File: config.mk
export PLATFORM = sky130hd
export DESIGN_NAME = led_bar_ctrl
export DESIGN_NICKNAME = d
export VERILOG_FILES = /design/src/rtl/led_bar_pkg.sv /design/src/rtl/led_bar_ctrl_tick_gen.sv /design/src/rtl/led_bar_ctrl.sv
export SDC_FILE = /design/constraint.sdc
export NUM_CORES = 1
export LEC_CHECK = 0
export CAP_MARGIN = 25
export CORE_MARGIN = 10
export CORE_UTILIZATION = 60
export DETAILED_ROUTE_END_ITERATION = 16
export MAX_ROUTING_LAYER = met4
export PLACE_DENSITY = 0.91
export SLEW_MARGIN = 10
export SYNTH_ARGS = -nofsm -noshare
export SYNTH_HDL_FRONTEND = slang
export SYNTH_SLANG_ARGS = --single-unit
File: constraint.sdc
create_clock -name clk -period 5.1 [get_ports clk]
set_clock_uncertainty 0.15 [all_clocks]
set_input_delay 0.765 -clock clk [delete_from_list [all_inputs] [get_ports clk]]
set_output_delay 0.765 -clock clk [all_outputs]
set_load 0.05 [all_outputs]
File: src/rtl/led_bar_pkg.sv
// Shared types and sizing helpers for the LED bar-graph driver.
// Latency: n/a (package only).
// Backpressure: n/a.
package led_bar_pkg;

  // Bar controller operating modes.
  typedef enum logic [1:0] {
    S_STEADY = 2'd0,
    S_RAMP   = 2'd1,
    S_BLINK  = 2'd2
  } state_t;

  // Number of level steps the bar can show.
  function automatic int max_level(input int led_num, input int seg);
    return led_num / seg;
  endfunction

  // Bits needed to hold a displayed level in 0..max_lvl.
  function automatic int level_width(input int max_lvl);
    return (max_lvl < 1) ? 1 : $clog2(max_lvl + 1);
  endfunction

endpackage

File: src/rtl/led_bar_ctrl_tick_gen.sv
// Periodic strobe: one-cycle tick every DIV enabled cycles (DIV=1 ticks every cycle).
// Latency: tick is combinational from the counter; count restarts from 0 while en is low.
// Backpressure: none, free-running whenever enabled.
module tick_gen #(
  parameter int DIV = 25_000_000
) (
  input  logic clk,
  input  logic rst_n,
  input  logic en,
  output logic tick
);

  localparam int CNT_W = (DIV > 1) ? $clog2(DIV) : 1;
  localparam logic [CNT_W-1:0] LAST = CNT_W'(DIV - 1);

  logic [CNT_W-1:0] cnt;

  assign tick = en & (cnt == LAST);

  // Count enabled cycles, wrapping at DIV-1 and holding at zero while disabled.
  always_ff @(posedge clk) begin
    if (!rst_n) begin
      cnt <= '0;
    end else if (!en || cnt == LAST) begin
      cnt <= '0;
    end else begin
      cnt <= cnt + CNT_W'(1);
    end
  end

endmodule

File: src/rtl/led_bar_ctrl.sv
// LED bar-graph driver: ramps the lit bar toward the requested level, blinks on over-range, PWM dims.
// Latency: one register stage from internal state / PWM counter to led.
// Backpressure: none; level and brightness are sampled every cycle, intermediate requests are dropped.
module led_bar_ctrl
  import led_bar_pkg::*;
#(
  parameter int LED_NUM   = 16,
  parameter int SEG       = 4,
  parameter int LEVEL_W   = 4,
  parameter int RAMP_DIV  = 25_000_000,
  parameter int BLINK_DIV = 50_000_000,
  parameter int PWM_W     = 4
) (
  input  logic               clk,
  input  logic               rst_n,
  input  logic [LEVEL_W-1:0] level,
  input  logic [PWM_W-1:0]   brightness,
  output logic [LED_NUM-1:0] led
);

  localparam int MAX_LVL = max_level(LED_NUM, SEG);
  localparam int LVL_W   = level_width(MAX_LVL);
  localparam logic [31:0] MAX_EXT = 32'(MAX_LVL);

  state_t             state, state_nxt;
  logic [LVL_W-1:0]   disp_lvl, disp_nxt;
  logic               blink_phase, phase_nxt;
  logic [PWM_W-1:0]   pwm_cnt;
  logic               ramp_tick, blink_tick, blink_en, pwm_on, alarm;
  logic [31:0]        level_ext, disp_ext;
  logic [LED_NUM-1:0] mask, bar_src;

  // Both sides widened to 32 bits so an over-range request can never alias into range.
  assign level_ext = 32'(level);
  assign disp_ext  = 32'(disp_lvl);
  assign alarm     = level_ext > MAX_EXT;
  assign blink_en  = (state == S_BLINK);

  tick_gen #(.DIV(RAMP_DIV)) u_ramp_tick (
    .clk   (clk),
    .rst_n (rst_n),
    .en    (1'b1),
    .tick  (ramp_tick)
  );

  tick_gen #(.DIV(BLINK_DIV)) u_blink_tick (
    .clk   (clk),
    .rst_n (rst_n),
    .en    (blink_en),
    .tick  (blink_tick)
  );

  // Next-state logic: alarm has priority over any ramp step taken in the same cycle.
  always_comb begin
    state_nxt = state;
    disp_nxt  = disp_lvl;
    phase_nxt = blink_phase;
    case (state)
      S_STEADY: begin
        if (alarm) begin
          state_nxt = S_BLINK;
          phase_nxt = 1'b1;
        end else if (level_ext != disp_ext) begin
          state_nxt = S_RAMP;
        end
      end
      S_RAMP: begin
        if (alarm) begin
          state_nxt = S_BLINK;
          phase_nxt = 1'b1;
        end else if (ramp_tick) begin
          if (level_ext > disp_ext) begin
            disp_nxt = disp_lvl + LVL_W'(1);
          end else if (level_ext < disp_ext) begin
            disp_nxt = disp_lvl - LVL_W'(1);
          end
          if (32'(disp_nxt) == level_ext) begin
            state_nxt = S_STEADY;
          end
        end
      end
      S_BLINK: begin
        if (alarm) begin
          if (blink_tick) begin
            phase_nxt = ~blink_phase;
          end
        end else begin
          // Leave the alarm from a full bar so a lower request fades down.
          disp_nxt  = LVL_W'(MAX_LVL);
          state_nxt = (level_ext == MAX_EXT) ? S_STEADY : S_RAMP;
        end
      end
      default: begin
        state_nxt = S_STEADY;
      end
    endcase
  end

  // Thermometer mask: the lowest disp_lvl*SEG LEDs lit.
  always_comb begin
    mask = '0;
    for (int i = 0; i < LED_NUM; i++) begin
      mask[i] = (32'(i) < disp_ext * 32'(SEG));
    end
  end

  assign pwm_on  = (&brightness) | (pwm_cnt < brightness);
  assign bar_src = blink_en ? {LED_NUM{blink_phase}} : mask;

  // Controller state registers.
  always_ff @(posedge clk) begin
    if (!rst_n) begin
      state       <= S_STEADY;
      disp_lvl    <= '0;
      blink_phase <= 1'b0;
    end else begin
      state       <= state_nxt;
      disp_lvl    <= disp_nxt;
      blink_phase <= phase_nxt;
    end
  end

  // PWM counter and registered LED drive.
  always_ff @(posedge clk) begin
    if (!rst_n) begin
      pwm_cnt <= '0;
      led     <= '0;
    end else begin
      pwm_cnt <= pwm_cnt + PWM_W'(1);
      led     <= bar_src & {LED_NUM{pwm_on}};
    end
  end

endmodule
Word-level counts from Yosys, hierarchy flattened
Cells that the tools add are included.
{ "word_totals": {"register_bits": 77, "latch_bits": 0, "ram_bits": 0, "rom_bits": 0, "input_bits": 10, "output_inout_bits": 16, "mem_count": 0} }
{ "op_classes": {"n_addsub": 5, "n_mul": 0, "div_mod_pow": 0, "order_cmp": 20, "eq_ne": 16, "shift": 0, "muxes": 22, "bitwise": 5, "reduce_logical": 12} }
{ "ops": {"columns": ["cell", "count"], "rows": [
  ["4-bit by 5-bit less-than comparator with 1-bit output, first input constant", 8],
  ["26-bit by 1-bit adder with 26-bit output, second input constant", 1],
  ["26-bit equality test, second input constant", 1],
  ["25-bit by 1-bit adder with 25-bit output, second input constant", 1],
  ["25-bit equality test, second input constant", 1],
  ["3-bit 2-to-1 mux", 8],
  ["3-bit by 5-bit less-than comparator with 1-bit output, first input constant", 4],
  ["16-bit bitwise AND", 1],
  ["16-bit 2-to-1 mux", 1],
  ["4-bit AND reduction", 4],
  ["2-bit 2-to-1 mux", 6],
  ["1-bit by 5-bit less-than comparator with 1-bit output, first input constant", 2],
  ["2-bit by 5-bit less-than comparator with 1-bit output, first input constant", 2],
  ["3-bit inequality test, second input constant", 3],
  ["2-bit inequality test, second input constant", 4],
  ["2-bit one-hot mux with 3 select lines", 1],
  ["3-bit one-hot mux with 2 select lines", 1],
  ["2-bit OR reduction", 3],
  ["4-bit by 1-bit adder with 4-bit output, second input constant", 1],
  ["3-bit by 4-bit equality test with 1-bit output", 1],
  ["4-bit by 3-bit equality test with 1-bit output, second input constant", 1],
  ["4-bit by 3-bit greater-than comparator with 1-bit output", 1],
  ["4-bit by 3-bit greater-than comparator with 1-bit output, second input constant", 1],
  ["4-bit by 3-bit less-than comparator with 1-bit output", 1],
  ["16 further kinds", 22]
]} }

Longest topological paths before layout
Gate-level depths: netlist of the first run.
{ "depth": {"ltp_word": 11, "depth_mapped": 7, "depth_no_buf": 7} }

By module
Synthesis of the first run repeated with hierarchy kept, for this count alone.
{ "unflattened": {"hier_cells": 406, "hier_area_um2": 3547.2} }
{ "by_module_without_submodules": {"columns": ["module", "instances", "cells_each", "area_per_inst_um2", "seq_area_each_um2"], "rows": [
  ["tick_gen at u_blink_tick", 1, 147, 1257.5, 520.5],
  ["tick_gen at u_ramp_tick", 1, 133, 1173.6, 500.5],
  ["led_bar_ctrl", 1, 126, 1116.1, 280.3]
]} }

Worst setup path before layout of the first run
No wires, ideal clock.
{ "synth_path": {"path_type": "input port to flip-flop", "startpoint": "input port level[2]", "endpoint": "register disp_lvl[2]", "setup_ps": 118, "arrival_ps": 2295, "path_slack_ps": 2538, "cell_stages": 6, "path_cell_list": "ha_1 a211oi_1 nand2_1 mux2i_1 or4_1 o2111a_1"} }
{ "synth_between": {"elab_chain_len": 9} }
{ "synth_rtl": {"columns": ["element", "line_no", "source"], "rows": [
  ["from (decl)", "led_bar_ctrl.sv:16", "input logic [LEVEL_W-1:0] level,"],
  ["4-bit by 3-bit less-than comparator with 1-bit output", "led_bar_ctrl.sv:74", "end else if (level_ext < disp_ext) begin"],
  ["3-bit 2-to-1 mux", "led_bar_ctrl.sv:74", null],
  ["3-bit 2-to-1 mux", "led_bar_ctrl.sv:72", "if (level_ext > disp_ext) begin"],
  ["3-bit 2-to-1 mux", "led_bar_ctrl.sv:71", "end else if (ramp_tick) begin"],
  ["3-bit 2-to-1 mux", "led_bar_ctrl.sv:68", "if (alarm) begin"],
  ["3-bit 2-to-1 mux", "led_bar_ctrl.sv:58", "case (state)"],
  ["3-bit 2-to-1 mux", "led_bar_ctrl.sv:71", null],
  ["3-bit 2-to-1 mux", "led_bar_ctrl.sv:68", null],
  ["3-bit one-hot mux with 2 select lines", "led_bar_ctrl.sv:58", null],
  ["to (signal assigned)", "led_bar_ctrl.sv:118", "disp_lvl <= disp_nxt;"],
  ["to (decl)", "led_bar_ctrl.sv:26", "logic [LVL_W-1:0] disp_lvl, disp_nxt;"]
]} }
Parallel ways exist; a longest one is shown, timed or not. The select of a mux whose other input is x is not followed.
A chain may end at the register's enable or synchronous reset.

Worst setup path in the final report of the first run
{ "layout_path": {"startpoint": "input port level[2]", "endpoint": "register state[0]"} }
{ "layout_between": {"elab_chain_len": 9} }
{ "layout_rtl": {"columns": ["element", "line_no", "source"], "rows": [
  ["4-bit by 3-bit less-than comparator with 1-bit output", "led_bar_ctrl.sv:74", null],
  ["3-bit 2-to-1 mux", "led_bar_ctrl.sv:74", null],
  ["3-bit 2-to-1 mux", "led_bar_ctrl.sv:72", null],
  ["3-bit 2-to-1 mux", "led_bar_ctrl.sv:71", null],
  ["3-bit 2-to-1 mux", "led_bar_ctrl.sv:68", null],
  ["3-bit 2-to-1 mux", "led_bar_ctrl.sv:58", null],
  ["3-bit by 4-bit equality test with 1-bit output", "led_bar_ctrl.sv:77", "if (32'(disp_nxt) == level_ext) begin"],
  ["3-bit inequality test (no source line)", null, null],
  ["4-bit AND reduction (no source line)", null, null],
  ["to (signal assigned)", "led_bar_ctrl.sv:117", "state <= state_nxt;"],
  ["to (decl)", "led_bar_ctrl.sv:25", "state_t state, state_nxt;"]
]} }
Parallel ways exist; a longest one is shown, timed or not. The select of a mux whose other input is x is not followed.

==> flow_metrics.env, run 1 <==
export IMPL_grt_max_degree=27
export IMPL_ctsHoldBuffers=0
export IMPL_die_h_um=94.2
export IMPL_vias=2794
export IMPL_synth_area_leaders="dfxtp_1 (39%), nor2_1 (7.3%), xnor2_1 (6.9%)"
export IMPL_rsz0062_at_grt="no"
export IMPL_worstHoldPathType="reg2reg"
export IMPL_synth_common_cells="dfxtp_1 (65), nor2_1 (64), nand3_1 (26), xnor2_1 (26), xor2_1 (24)"
export IMPL_synth_most_common_cell="dfxtp_1"
export IMPL_areaGrowthSynthToFinish_pct=12.2
export IMPL_yosysTopAreaCellShare=0.394
export IMPL_port_buffers=25
export IMPL_final_cells=475
export IMPL_cts_buffers=9
export IMPL_antenna_found_initial=0
export IMPL_synth_ff_type="dfxtp_1"
export IMPL_cts_resized=0
export IMPL_period_share=0.589
export IMPL_fillers=393
export IMPL_seqPwrFrac=0.494
export IMPL_tightest_slew_ns=0.730
export IMPL_combPwrFrac=0.104
export IMPL_htree_levels=3
export IMPL_cts_buffer_depth=2
export IMPL_clock_power_share=0.402
export IMPL_critPathKind="in2reg"
export IMPL_syn_nets=405
export IMPL_ys_async_sr_fraction=0
export IMPL_ctsRootBufferMaster="clkbuf_8"
export IMPL_fin_util=0.708
export IMPL_required_ns=5.19
export IMPL_crit_fanout=5
export IMPL_cts_tree="done"
export IMPL_core_area_um2=5240
export IMPL_hold_violations=0
export IMPL_setup_viol=0
export IMPL_grt_pass1_wl_um=11800
export IMPL_routed_wl_um=6860
export IMPL_antenna_cells=0
export IMPL_post_place_ws_ns=1.80
export IMPL_placed_area_um2=3520
export IMPL_yosysTopAreaCell="dfxtp_1"
export IMPL_synth_edf_count=0
export IMPL_hp_start="pwm_cnt[0]"
export IMPL_dieArea_um2=8880
export IMPL_final_nets=421
export IMPL_period_minus_slack_ns=3.01
export IMPL_wire_per_inst_um=14.4
export IMPL_cts_sinks=65
export IMPL_post_cts_buffers=0
export IMPL_grt_use_total=0.168
export IMPL_endpoint_kind="flip-flop"
export IMPL_crit_arrival_ns=3.09
export IMPL_start_util=0.631
export IMPL_final_layout_size_suffix_gt1_frac=0.0519
export IMPL_dp_cells=459
export IMPL_chipWidth_um=94.2
export IMPL_clk_latency_ns=0.35
export IMPL_netlist_area_um2=3310
export IMPL_max_freq_ghz=0.333
export IMPL_yosysWarnings=0
export IMPL_status="finished, final reports clean"
export IMPL_p_sw_mw=0.271
export IMPL_ys_seq_elements=65
export IMPL_setup_ws_ns=2.09
export IMPL_power_internal_mw=0.795
export IMPL_cp_startpoint="level[2]"
export IMPL_post_route_drc_count=0
export IMPL_peakVddDrop_v=0.000187
export IMPL_synthDistinctLibCells=53
export IMPL_drtAntennaViolNets=0
export IMPL_first_pass_iters=5
export IMPL_syn_area_per_cell_um2=8.61
export IMPL_cap_violations=0
export IMPL_dp_hpwl_um=4860
export IMPL_hold_slack_ns=0.337
export IMPL_drtIter0Drc=139
export IMPL_power_leakage_nw=1.33
export IMPL_p_per_area_nw_per_um2=287
export IMPL_seq_area_frac_synth=0.394
export IMPL_rows=26
export IMPL_swShare=0.254
export IMPL_post_drt_via_cell_ratio=5.88
export IMPL_regToRegStartpoint="disp_lvl[2]"
export IMPL_total_power_mw=1.07
export IMPL_drv_slew=0
export IMPL_gp_congestion=0.960
export IMPL_path_clk_slew_ns=0.07
export IMPL_finalSetupTns_ns=0
export IMPL_gr_total_overflow=0
export IMPL_grt_pass1_vias=2730
export IMPL_relSlewSlack=0.512
export IMPL_start_kind="input port"
export IMPL_finalInstanceArea_um2=3710
export IMPL_syn_inst=384
export IMPL_ios=26
==> per-layer routing <==
layer / track usage / vias up / wire, um
met5: - / - / 0
met4: 0.0810 / 0 / 125
met3: 0.0608 / 20 / 516
met2: 0.276 / 88 / 3330
met1: 0.174 / 1306 / 2880
li1: - / 1380 / -
==> kinds of logic (layout without fill, tap and decap cells) <==
logic type / Yosys count / after routing / share of synthesized area
xor gates and xnor gates: 50 / 50 / 0.132
DFF: 65 / 65 / 0.394
muxes: 2 / 2 / 0.00606
adders and majority gates: 11 / 11 / 0.0416
buffers and inverters: 36 / 57 / 0.0556
AOI/OAI and AO/OA: 33 / 33 / 0.0731
and+or+nand+nor: 187 / 187 / 0.297
==> final timing paths <==
check	to	slack [ns]	depth (start not counted)
setup / recovery	state[0]	2.09	7
hold reg to reg	pwm_cnt[0]	0.34	1
setup reg to reg	state[0]	2.54	7
hold / removal	pwm_cnt[0]	0.34	1
==> critical path, cell delays in order <==
cell and delay (ns):
clkdlybuf4s50_1 0.50, ha_1 0.38, a211oi_1 0.43, nand2_1 0.25
mux2i_1 0.33, xnor2_1 0.14, o31a_1 0.31
==> layout by cell type (no fill, tap or decap), types with 2 or more instances in the layout <==
cell type and n:
a211oi_1 4, nor3_1 7, mux2i_1 2, nor4_1 9, nand4_1 14, nand2b_1 2
a21oi_1 4, clkinv_2 2, dfxtp_1 65, xnor2_1 26, and3_1 11, and4_1 5
ha_1 11, and2_1 6, clkbuf_8 10, nand3_1 26, or4_1 3, nand4b_1 5
nand2_1 20, or2_2 2, o31a_1 2, inv_1 15, a21o_1 5, xor2_1 24
nand3b_1 3, clkbuf_1 3, nor2_1 64, clkdlybuf4s50_1 25, a221oi_1 2, o21ai_0 4
==> layout make-up <==
type / instances / area (um^2) / area share
clock buffer: 13 / 149 / 0.0401
timing repair buffer: 26 / 255 / 0.0688
clock inverter: 3 / 40.0 / 0.0108
multi-input combinational: 283 / 1820 / 0.491
tap: 70 / 87.6 / 0.0236
inverter: 15 / 56.3 / 0.0152
sequential: 65 / 1300 / 0.351
==> state kept, by name (all words and copies together), names as in the netlist <==
name	flops
pwm_cnt	4
led	4
state	2
u_blink_tick.cnt	26
blink_phase	1
u_ramp_tick.cnt	25
disp_lvl	3
==> power by group through the flow <==
stage               clock network (mW)  logic [mW]  registers (mW)
floorplan                            0      0.0747           0.543
global placement                     0       0.108           0.536
detailed placement                   0       0.110           0.537
CTS                              0.435       0.111           0.526
global route                     0.461       0.120           0.527
finish                           0.428       0.111           0.526
(Power assumes the default switching activity.)
==> run 2: changes to the inputs <==
- CORE_UTILIZATION: 60 -> 58
- PLACE_DENSITY: 0.91 -> 0.88
- clock period: 5.1 -> 2.8 ns (I/O delays scaled with it)
==> run 2 against run 1 <==
Net effect:
- largest cell class unchanged
- register-to-register slack got worse by 2.2 ns
- highest routed layer unchanged
- non-clock buffer count up 6
- via count down 1.6%
- wire length decreased by 1.2%
- critical path depth stayed put
- die area increased by 2.7%
==> flow_metrics.env, run 2 (same netlist as run 1, synthesis figures left out) <==
export IMPL_largestRegisters="u_blink_tick.cnt (26), u_ramp_tick.cnt (25)"
export IMPL_drv_slew=0
export IMPL_final_layout_size_suffix_gt1_frac=0.0659
export IMPL_vias=2748
export IMPL_wire_per_inst_um=14.1
export IMPL_start_kind="flip-flop"
export IMPL_rsz0062_at_grt="no"
export IMPL_peakVddDrop_v=0.000572
export IMPL_rows=27
export IMPL_power_leakage_nw=1.36
export IMPL_first_pass_iters=4
export IMPL_post_route_drc_count=0
export IMPL_cts_buffer_depth=2
export IMPL_chipWidth_um=95.5
export IMPL_cts_resized=0
export IMPL_clk_latency_ns=0.34
export IMPL_relSlewSlack=0.655
export IMPL_ctsRootBufferMaster="clkbuf_8"
export IMPL_period_share=0.865
export IMPL_areaGrowthSynthToFinish_pct=14.4
export IMPL_setup_viol=0
export IMPL_period_minus_slack_ns=2.42
export IMPL_post_drt_via_cell_ratio=5.70
export IMPL_largest_reg_flops=26
export IMPL_tightest_slew_ns=0.518
export IMPL_dieArea_um2=9120
export IMPL_port_buffers=25
export IMPL_fillers=427
export IMPL_htree_levels=3
export IMPL_status="finished, final reports clean"
export IMPL_grt_max_degree=27
export IMPL_dp_cells=467
export IMPL_final_cells=482
export IMPL_ios=26
export IMPL_crit_fanout=8
export IMPL_dp_hpwl_um=4860
export IMPL_ctsHoldBuffers=0
export IMPL_endpoint_kind="flip-flop"
export IMPL_cts_tree="done"
export IMPL_mostFrequentLayoutCells="dfxtp_1 (65), nor2_1 (64), nand3_1 (26), xnor2_1 (26), clkdlybuf4s50_1 (25)"
export IMPL_antenna_found_initial=0
export IMPL_hold_violations=0
export IMPL_reg2reg_slack_ns=0.38
export IMPL_post_cts_buffers=0
export IMPL_required_ns=2.88
export IMPL_gr_total_overflow=0
export IMPL_gp_congestion=0.975
export IMPL_die_h_um=95.5
export IMPL_mostFrequentLayoutCell="dfxtp_1"
export IMPL_antenna_cells=0
export IMPL_top_register="u_blink_tick.cnt"
export IMPL_core_area_um2=5510
export IMPL_drtAntennaViolNets=0
export IMPL_crit_arrival_ns=2.50
export IMPL_worstHoldPathType="reg2reg"
export IMPL_final_nets=427
export IMPL_routed_wl_um=6770
export IMPL_path_clk_slew_ns=0.06
export IMPL_drtIter0Drc=141
export IMPL_start_util=0.600
export IMPL_grt_pass1_vias=2694
export IMPL_cts_buffers=9
export IMPL_grt_use_total=0.159
export IMPL_max_freq_ghz=0.413
export IMPL_fin_util=0.687
export IMPL_cap_violations=0
export IMPL_grt_pass1_wl_um=11500
export IMPL_p_per_area_nw_per_um2=534
export IMPL_finalSetupTns_ns=0
export IMPL_cts_sinks=65
export IMPL_critPathKind="reg2reg"
run 2: changes by cell type in the layout (fill, tap and decap cells not counted), sizes merged:
cell / delta
buf: +6
bufinv: +1
clkbuf: -1
clkinv: -1
run 2: metal layers:
layer,global-route usage,vias to the layer above,share of wire
met5,-,-,0
met4,0.0590,0,0.017
met3,0.0526,17,0.071
met2,0.263,80,0.48
met1,0.174,1271,0.43
li1,-,1380,-
run 2: stage by stage:
stage | hold WS [ns] | worst slack, ns | power, mW | area [um^2]
final | 0.320 | 0.377 | 2.02 | 3780
after global routing | 0.362 | 0.287 | 2.10 | 3780
after CTS | 0.323 | 0.392 | 2.04 | 3780
after detailed placement | 0.309 | 0.114 | 1.18 | 3570
after global placement | 0.301 | 0.182 | 1.18 | 3570
after floorplan | 0.282 | 0.579 | 1.13 | 3310
run 2: critical path: stages (launching register included):
cell,delay (ns)
dfxtp_1,0.50
inv_1,0.17
ha_1,0.37
nand4b_1,0.21
and2_1,0.23
mux2i_1,0.28
xnor2_1,0.12
o31a_1,0.30
run 2: worst paths after layout:
path	from	to	cells after the start
worst min-delay path	u_blink_tick.cnt[0]	u_blink_tick.cnt[0]	1
worst max register to register	disp_lvl[1]	state[0]	7
worst max-delay path	disp_lvl[1]	state[0]	7
worst min register to register	u_blink_tick.cnt[0]	u_blink_tick.cnt[0]	1
run 2: report_power, final:
part           switching (mW)  internal, mW  total, mW
Combinational           0.128        0.0777      0.206
Sequential             0.0162         0.941      0.957
Clock                   0.336         0.520      0.856
run 2: cell type report:
class | instances | area [um^2] | share of cell area
multi-input cells | 283 | 1820 | 0.481
flip-flops and latches | 65 | 1300 | 0.344
repair buffers | 32 | 303 | 0.0801
clock buffers | 12 | 145 | 0.0384
well taps | 72 | 90.1 | 0.0238
clock inverters | 3 | 65.1 | 0.0172
inverters | 15 | 56.3 | 0.0149
==> run 3: changes to the inputs <==
- CORE_UTILIZATION: 58 -> 52
- PLACE_DENSITY: 0.88 -> 0.84
- clock period: 2.8 -> 2 ns (I/O delays scaled with it)
==> run 3 against run 2 <==
Net effect:
- critical path type unchanged
- count of clock-buffer cells in the layout shrank 1
- core utilization grew 3.7 points
- combinational power grew 66%
- cell count grew 12%
- total power grew 51%
- highest routed layer unchanged
- the run now ends with negative setup slack left
- sequential share of layout area shrank 4.5 points
- wire length grew 27%
- first-iteration DRC count grew 36%
- critical endpoint is now disp_lvl[2]
- worst setup slack lost 0.50 ns
- non-clock buffer count grew 54
- sequential power grew 40%
==> flow_metrics.env, run 3 (same netlist as run 1, synthesis figures left out) <==
export IMPL_mostFrequentLayoutCell="nor2_1"
export IMPL_ctsRootBufferMaster="clkbuf_8"
export IMPL_drtAntennaViolNets=0
export IMPL_path_clk_slew_ns=0.07
export IMPL_fillers=431
export IMPL_power_internal_mw=2.32
export IMPL_antenna_found_initial=0
export IMPL_largest_reg_flops=26
export IMPL_fin_util=0.724
export IMPL_cts_sinks=65
export IMPL_path_cells="ha_4, and2_4, nand2_2, or4_4, or4_4, o2111a_1"
export IMPL_tightest_slew_ns=0.518
export IMPL_relSlewSlack=0.654
export IMPL_largestRegisters="u_blink_tick.cnt (26), u_ramp_tick.cnt (25)"
export IMPL_highest_layer="met4"
export IMPL_total_power_mw=3.05
export IMPL_final_cells=540
export IMPL_met1_length_um=3570
export IMPL_cts_buffer_depth=2
export IMPL_setup_viol=2
export IMPL_crit_arrival_ns=2.21
export IMPL_period_minus_slack_ns=2.12
export IMPL_power_leakage_nw=1.81
export IMPL_clk_latency_ns=0.35
export IMPL_grt_pass1_wl_um=14000
export IMPL_drtIter0Drc=192
export IMPL_ios=26
export IMPL_port_buffers=25
export IMPL_wl_met3_um=523
export IMPL_gp_congestion=0.935
export IMPL_p_per_area_nw_per_um2=695
export IMPL_vias=3115
export IMPL_cpPeakStageDelay_ns=0.51
export IMPL_slowest_stage="or4_4"
export IMPL_peakVddDrop_v=0.000545
export IMPL_grt_use_total=0.173
export IMPL_hold_violations=0
export IMPL_htree_levels=3
export IMPL_dp_hpwl_um=5830
export IMPL_crit_fanout=2
export IMPL_required_ns=2.09
export IMPL_cts_tree="done"
export IMPL_drv_slew=0
export IMPL_final_layout_size_suffix_gt1_frac=0.239
export IMPL_rsz0062_at_grt="yes"
export IMPL_final_nets=481
export IMPL_mostFrequentLayoutCells="nor2_1 (64), buf_4 (60), dfxtp_1 (57)"
export IMPL_ctsHoldBuffers=0
export IMPL_met2_length_um=4250
export IMPL_core_area_um2=6060
export IMPL_clock_power_share=0.448
export IMPL_crit_buf_inv=0
export IMPL_start_kind="flip-flop"
export IMPL_endpoint_kind="flip-flop"
export IMPL_combPwrFrac=0.112
export IMPL_worstHoldPathType="reg2reg"
export IMPL_cap_violations=0
export IMPL_gr_total_overflow=0
export IMPL_routed_wl_um=8580
export IMPL_status="finished with violations"
export IMPL_grt_pass1_vias=3163
export IMPL_post_route_drc_count=0
export IMPL_critPathTopFamily="simple AND/OR/NAND/NOR gates"
export IMPL_cts_buffers=9
export IMPL_violations="negative setup slack"
export IMPL_top_register="u_blink_tick.cnt"
export IMPL_wire_per_inst_um=15.9
export IMPL_swShare=0.240
export IMPL_p_sw_mw=0.732
export IMPL_setup_ws_ns=-0.123
export IMPL_chipWidth_um=99.7
export IMPL_start_util=0.545
export IMPL_dieArea_um2=9950
export IMPL_rows=28
export IMPL_antenna_cells=0
export IMPL_max_freq_ghz=0.471
export IMPL_regArea_um2=1310
export IMPL_period_share=1.06
export IMPL_die_h_um=99.7
export IMPL_crit_top_cell="or4_4"
export IMPL_areaGrowthSynthToFinish_pct=32.7
export IMPL_grt_max_degree=27
export IMPL_multi_input_area_um2=1950
export IMPL_post_drt_via_cell_ratio=5.77
export IMPL_dp_cells=523
export IMPL_critPathKind="reg2reg"
export IMPL_first_pass_iters=5
export IMPL_seqPwrFrac=0.440
## run 3: per-stage QoR
step | hold slack, ns | cell area, um^2 | worst slack (ns) | TNS (ns)
after detailed placement | 0.303 | 4040 | -0.430 | -3.93
after floorplan | 0.282 | 3350 | -0.0629 | -0.0629
after global routing | 0.368 | 4390 | -0.181 | -0.769
final | 0.325 | 4390 | -0.123 | -0.178
after CTS | 0.326 | 4330 | -0.100 | -0.113
after global placement | 0.297 | 4040 | -0.367 | -1.90
## run 3: layout make-up
type | count | share of cell area
clock buffer | 11 | 0.0322
inverter | 15 | 0.0128
sequential | 65 | 0.299
tap | 75 | 0.0214
timing repair buffer | 86 | 0.167
multi-input combinational | 283 | 0.444
clock inverter | 5 | 0.0234
## run 3: repair_timing
item / in CTS / in global routing
hold endpoints to repair: 0 / 0
setup endpoints to repair: 43 / 54
buffers inserted: 0 / 1
pin swaps: 3 / 2
resized for setup: 20 / 13
## run 3: worst register-to-register path: stages, from the launching register on
cell and delay [ns]:
dfxtp_2 0.37, ha_4 0.14, and2_4 0.14, nand2_2 0.07
or4_4 0.51, or4_4 0.49, o2111a_1 0.15
## run 3: final timing paths
kind                      start     endpoint  slack, ns  cells after the start
max          u_ramp_tick.cnt[1]  disp_lvl[2]      -0.12                      6
min                  pwm_cnt[0]   pwm_cnt[0]       0.32                      1
max reg2reg  u_ramp_tick.cnt[1]  disp_lvl[2]      -0.12                      6
min reg2reg          pwm_cnt[0]   pwm_cnt[0]       0.32                      1
## run 3: metal layers
metal,global-route usage,vias to the layer above
li1,-,1493
met1,0.186,1493
met2,0.288,102
met3,0.0457,27
met4,0.0871,0
met5,-,-
## run 3: power groups by stage
stage | registers (mW) | logic, mW | clock network (mW)
5_1_grt | 1.34 | 0.363 | 1.43
6_report | 1.34 | 0.341 | 1.37
4_1_cts | 1.34 | 0.336 | 1.38
3_3_place_gp | 1.37 | 0.325 | 0
2_1_floorplan | 1.39 | 0.194 | 0
3_5_place_dp | 1.37 | 0.336 | 0
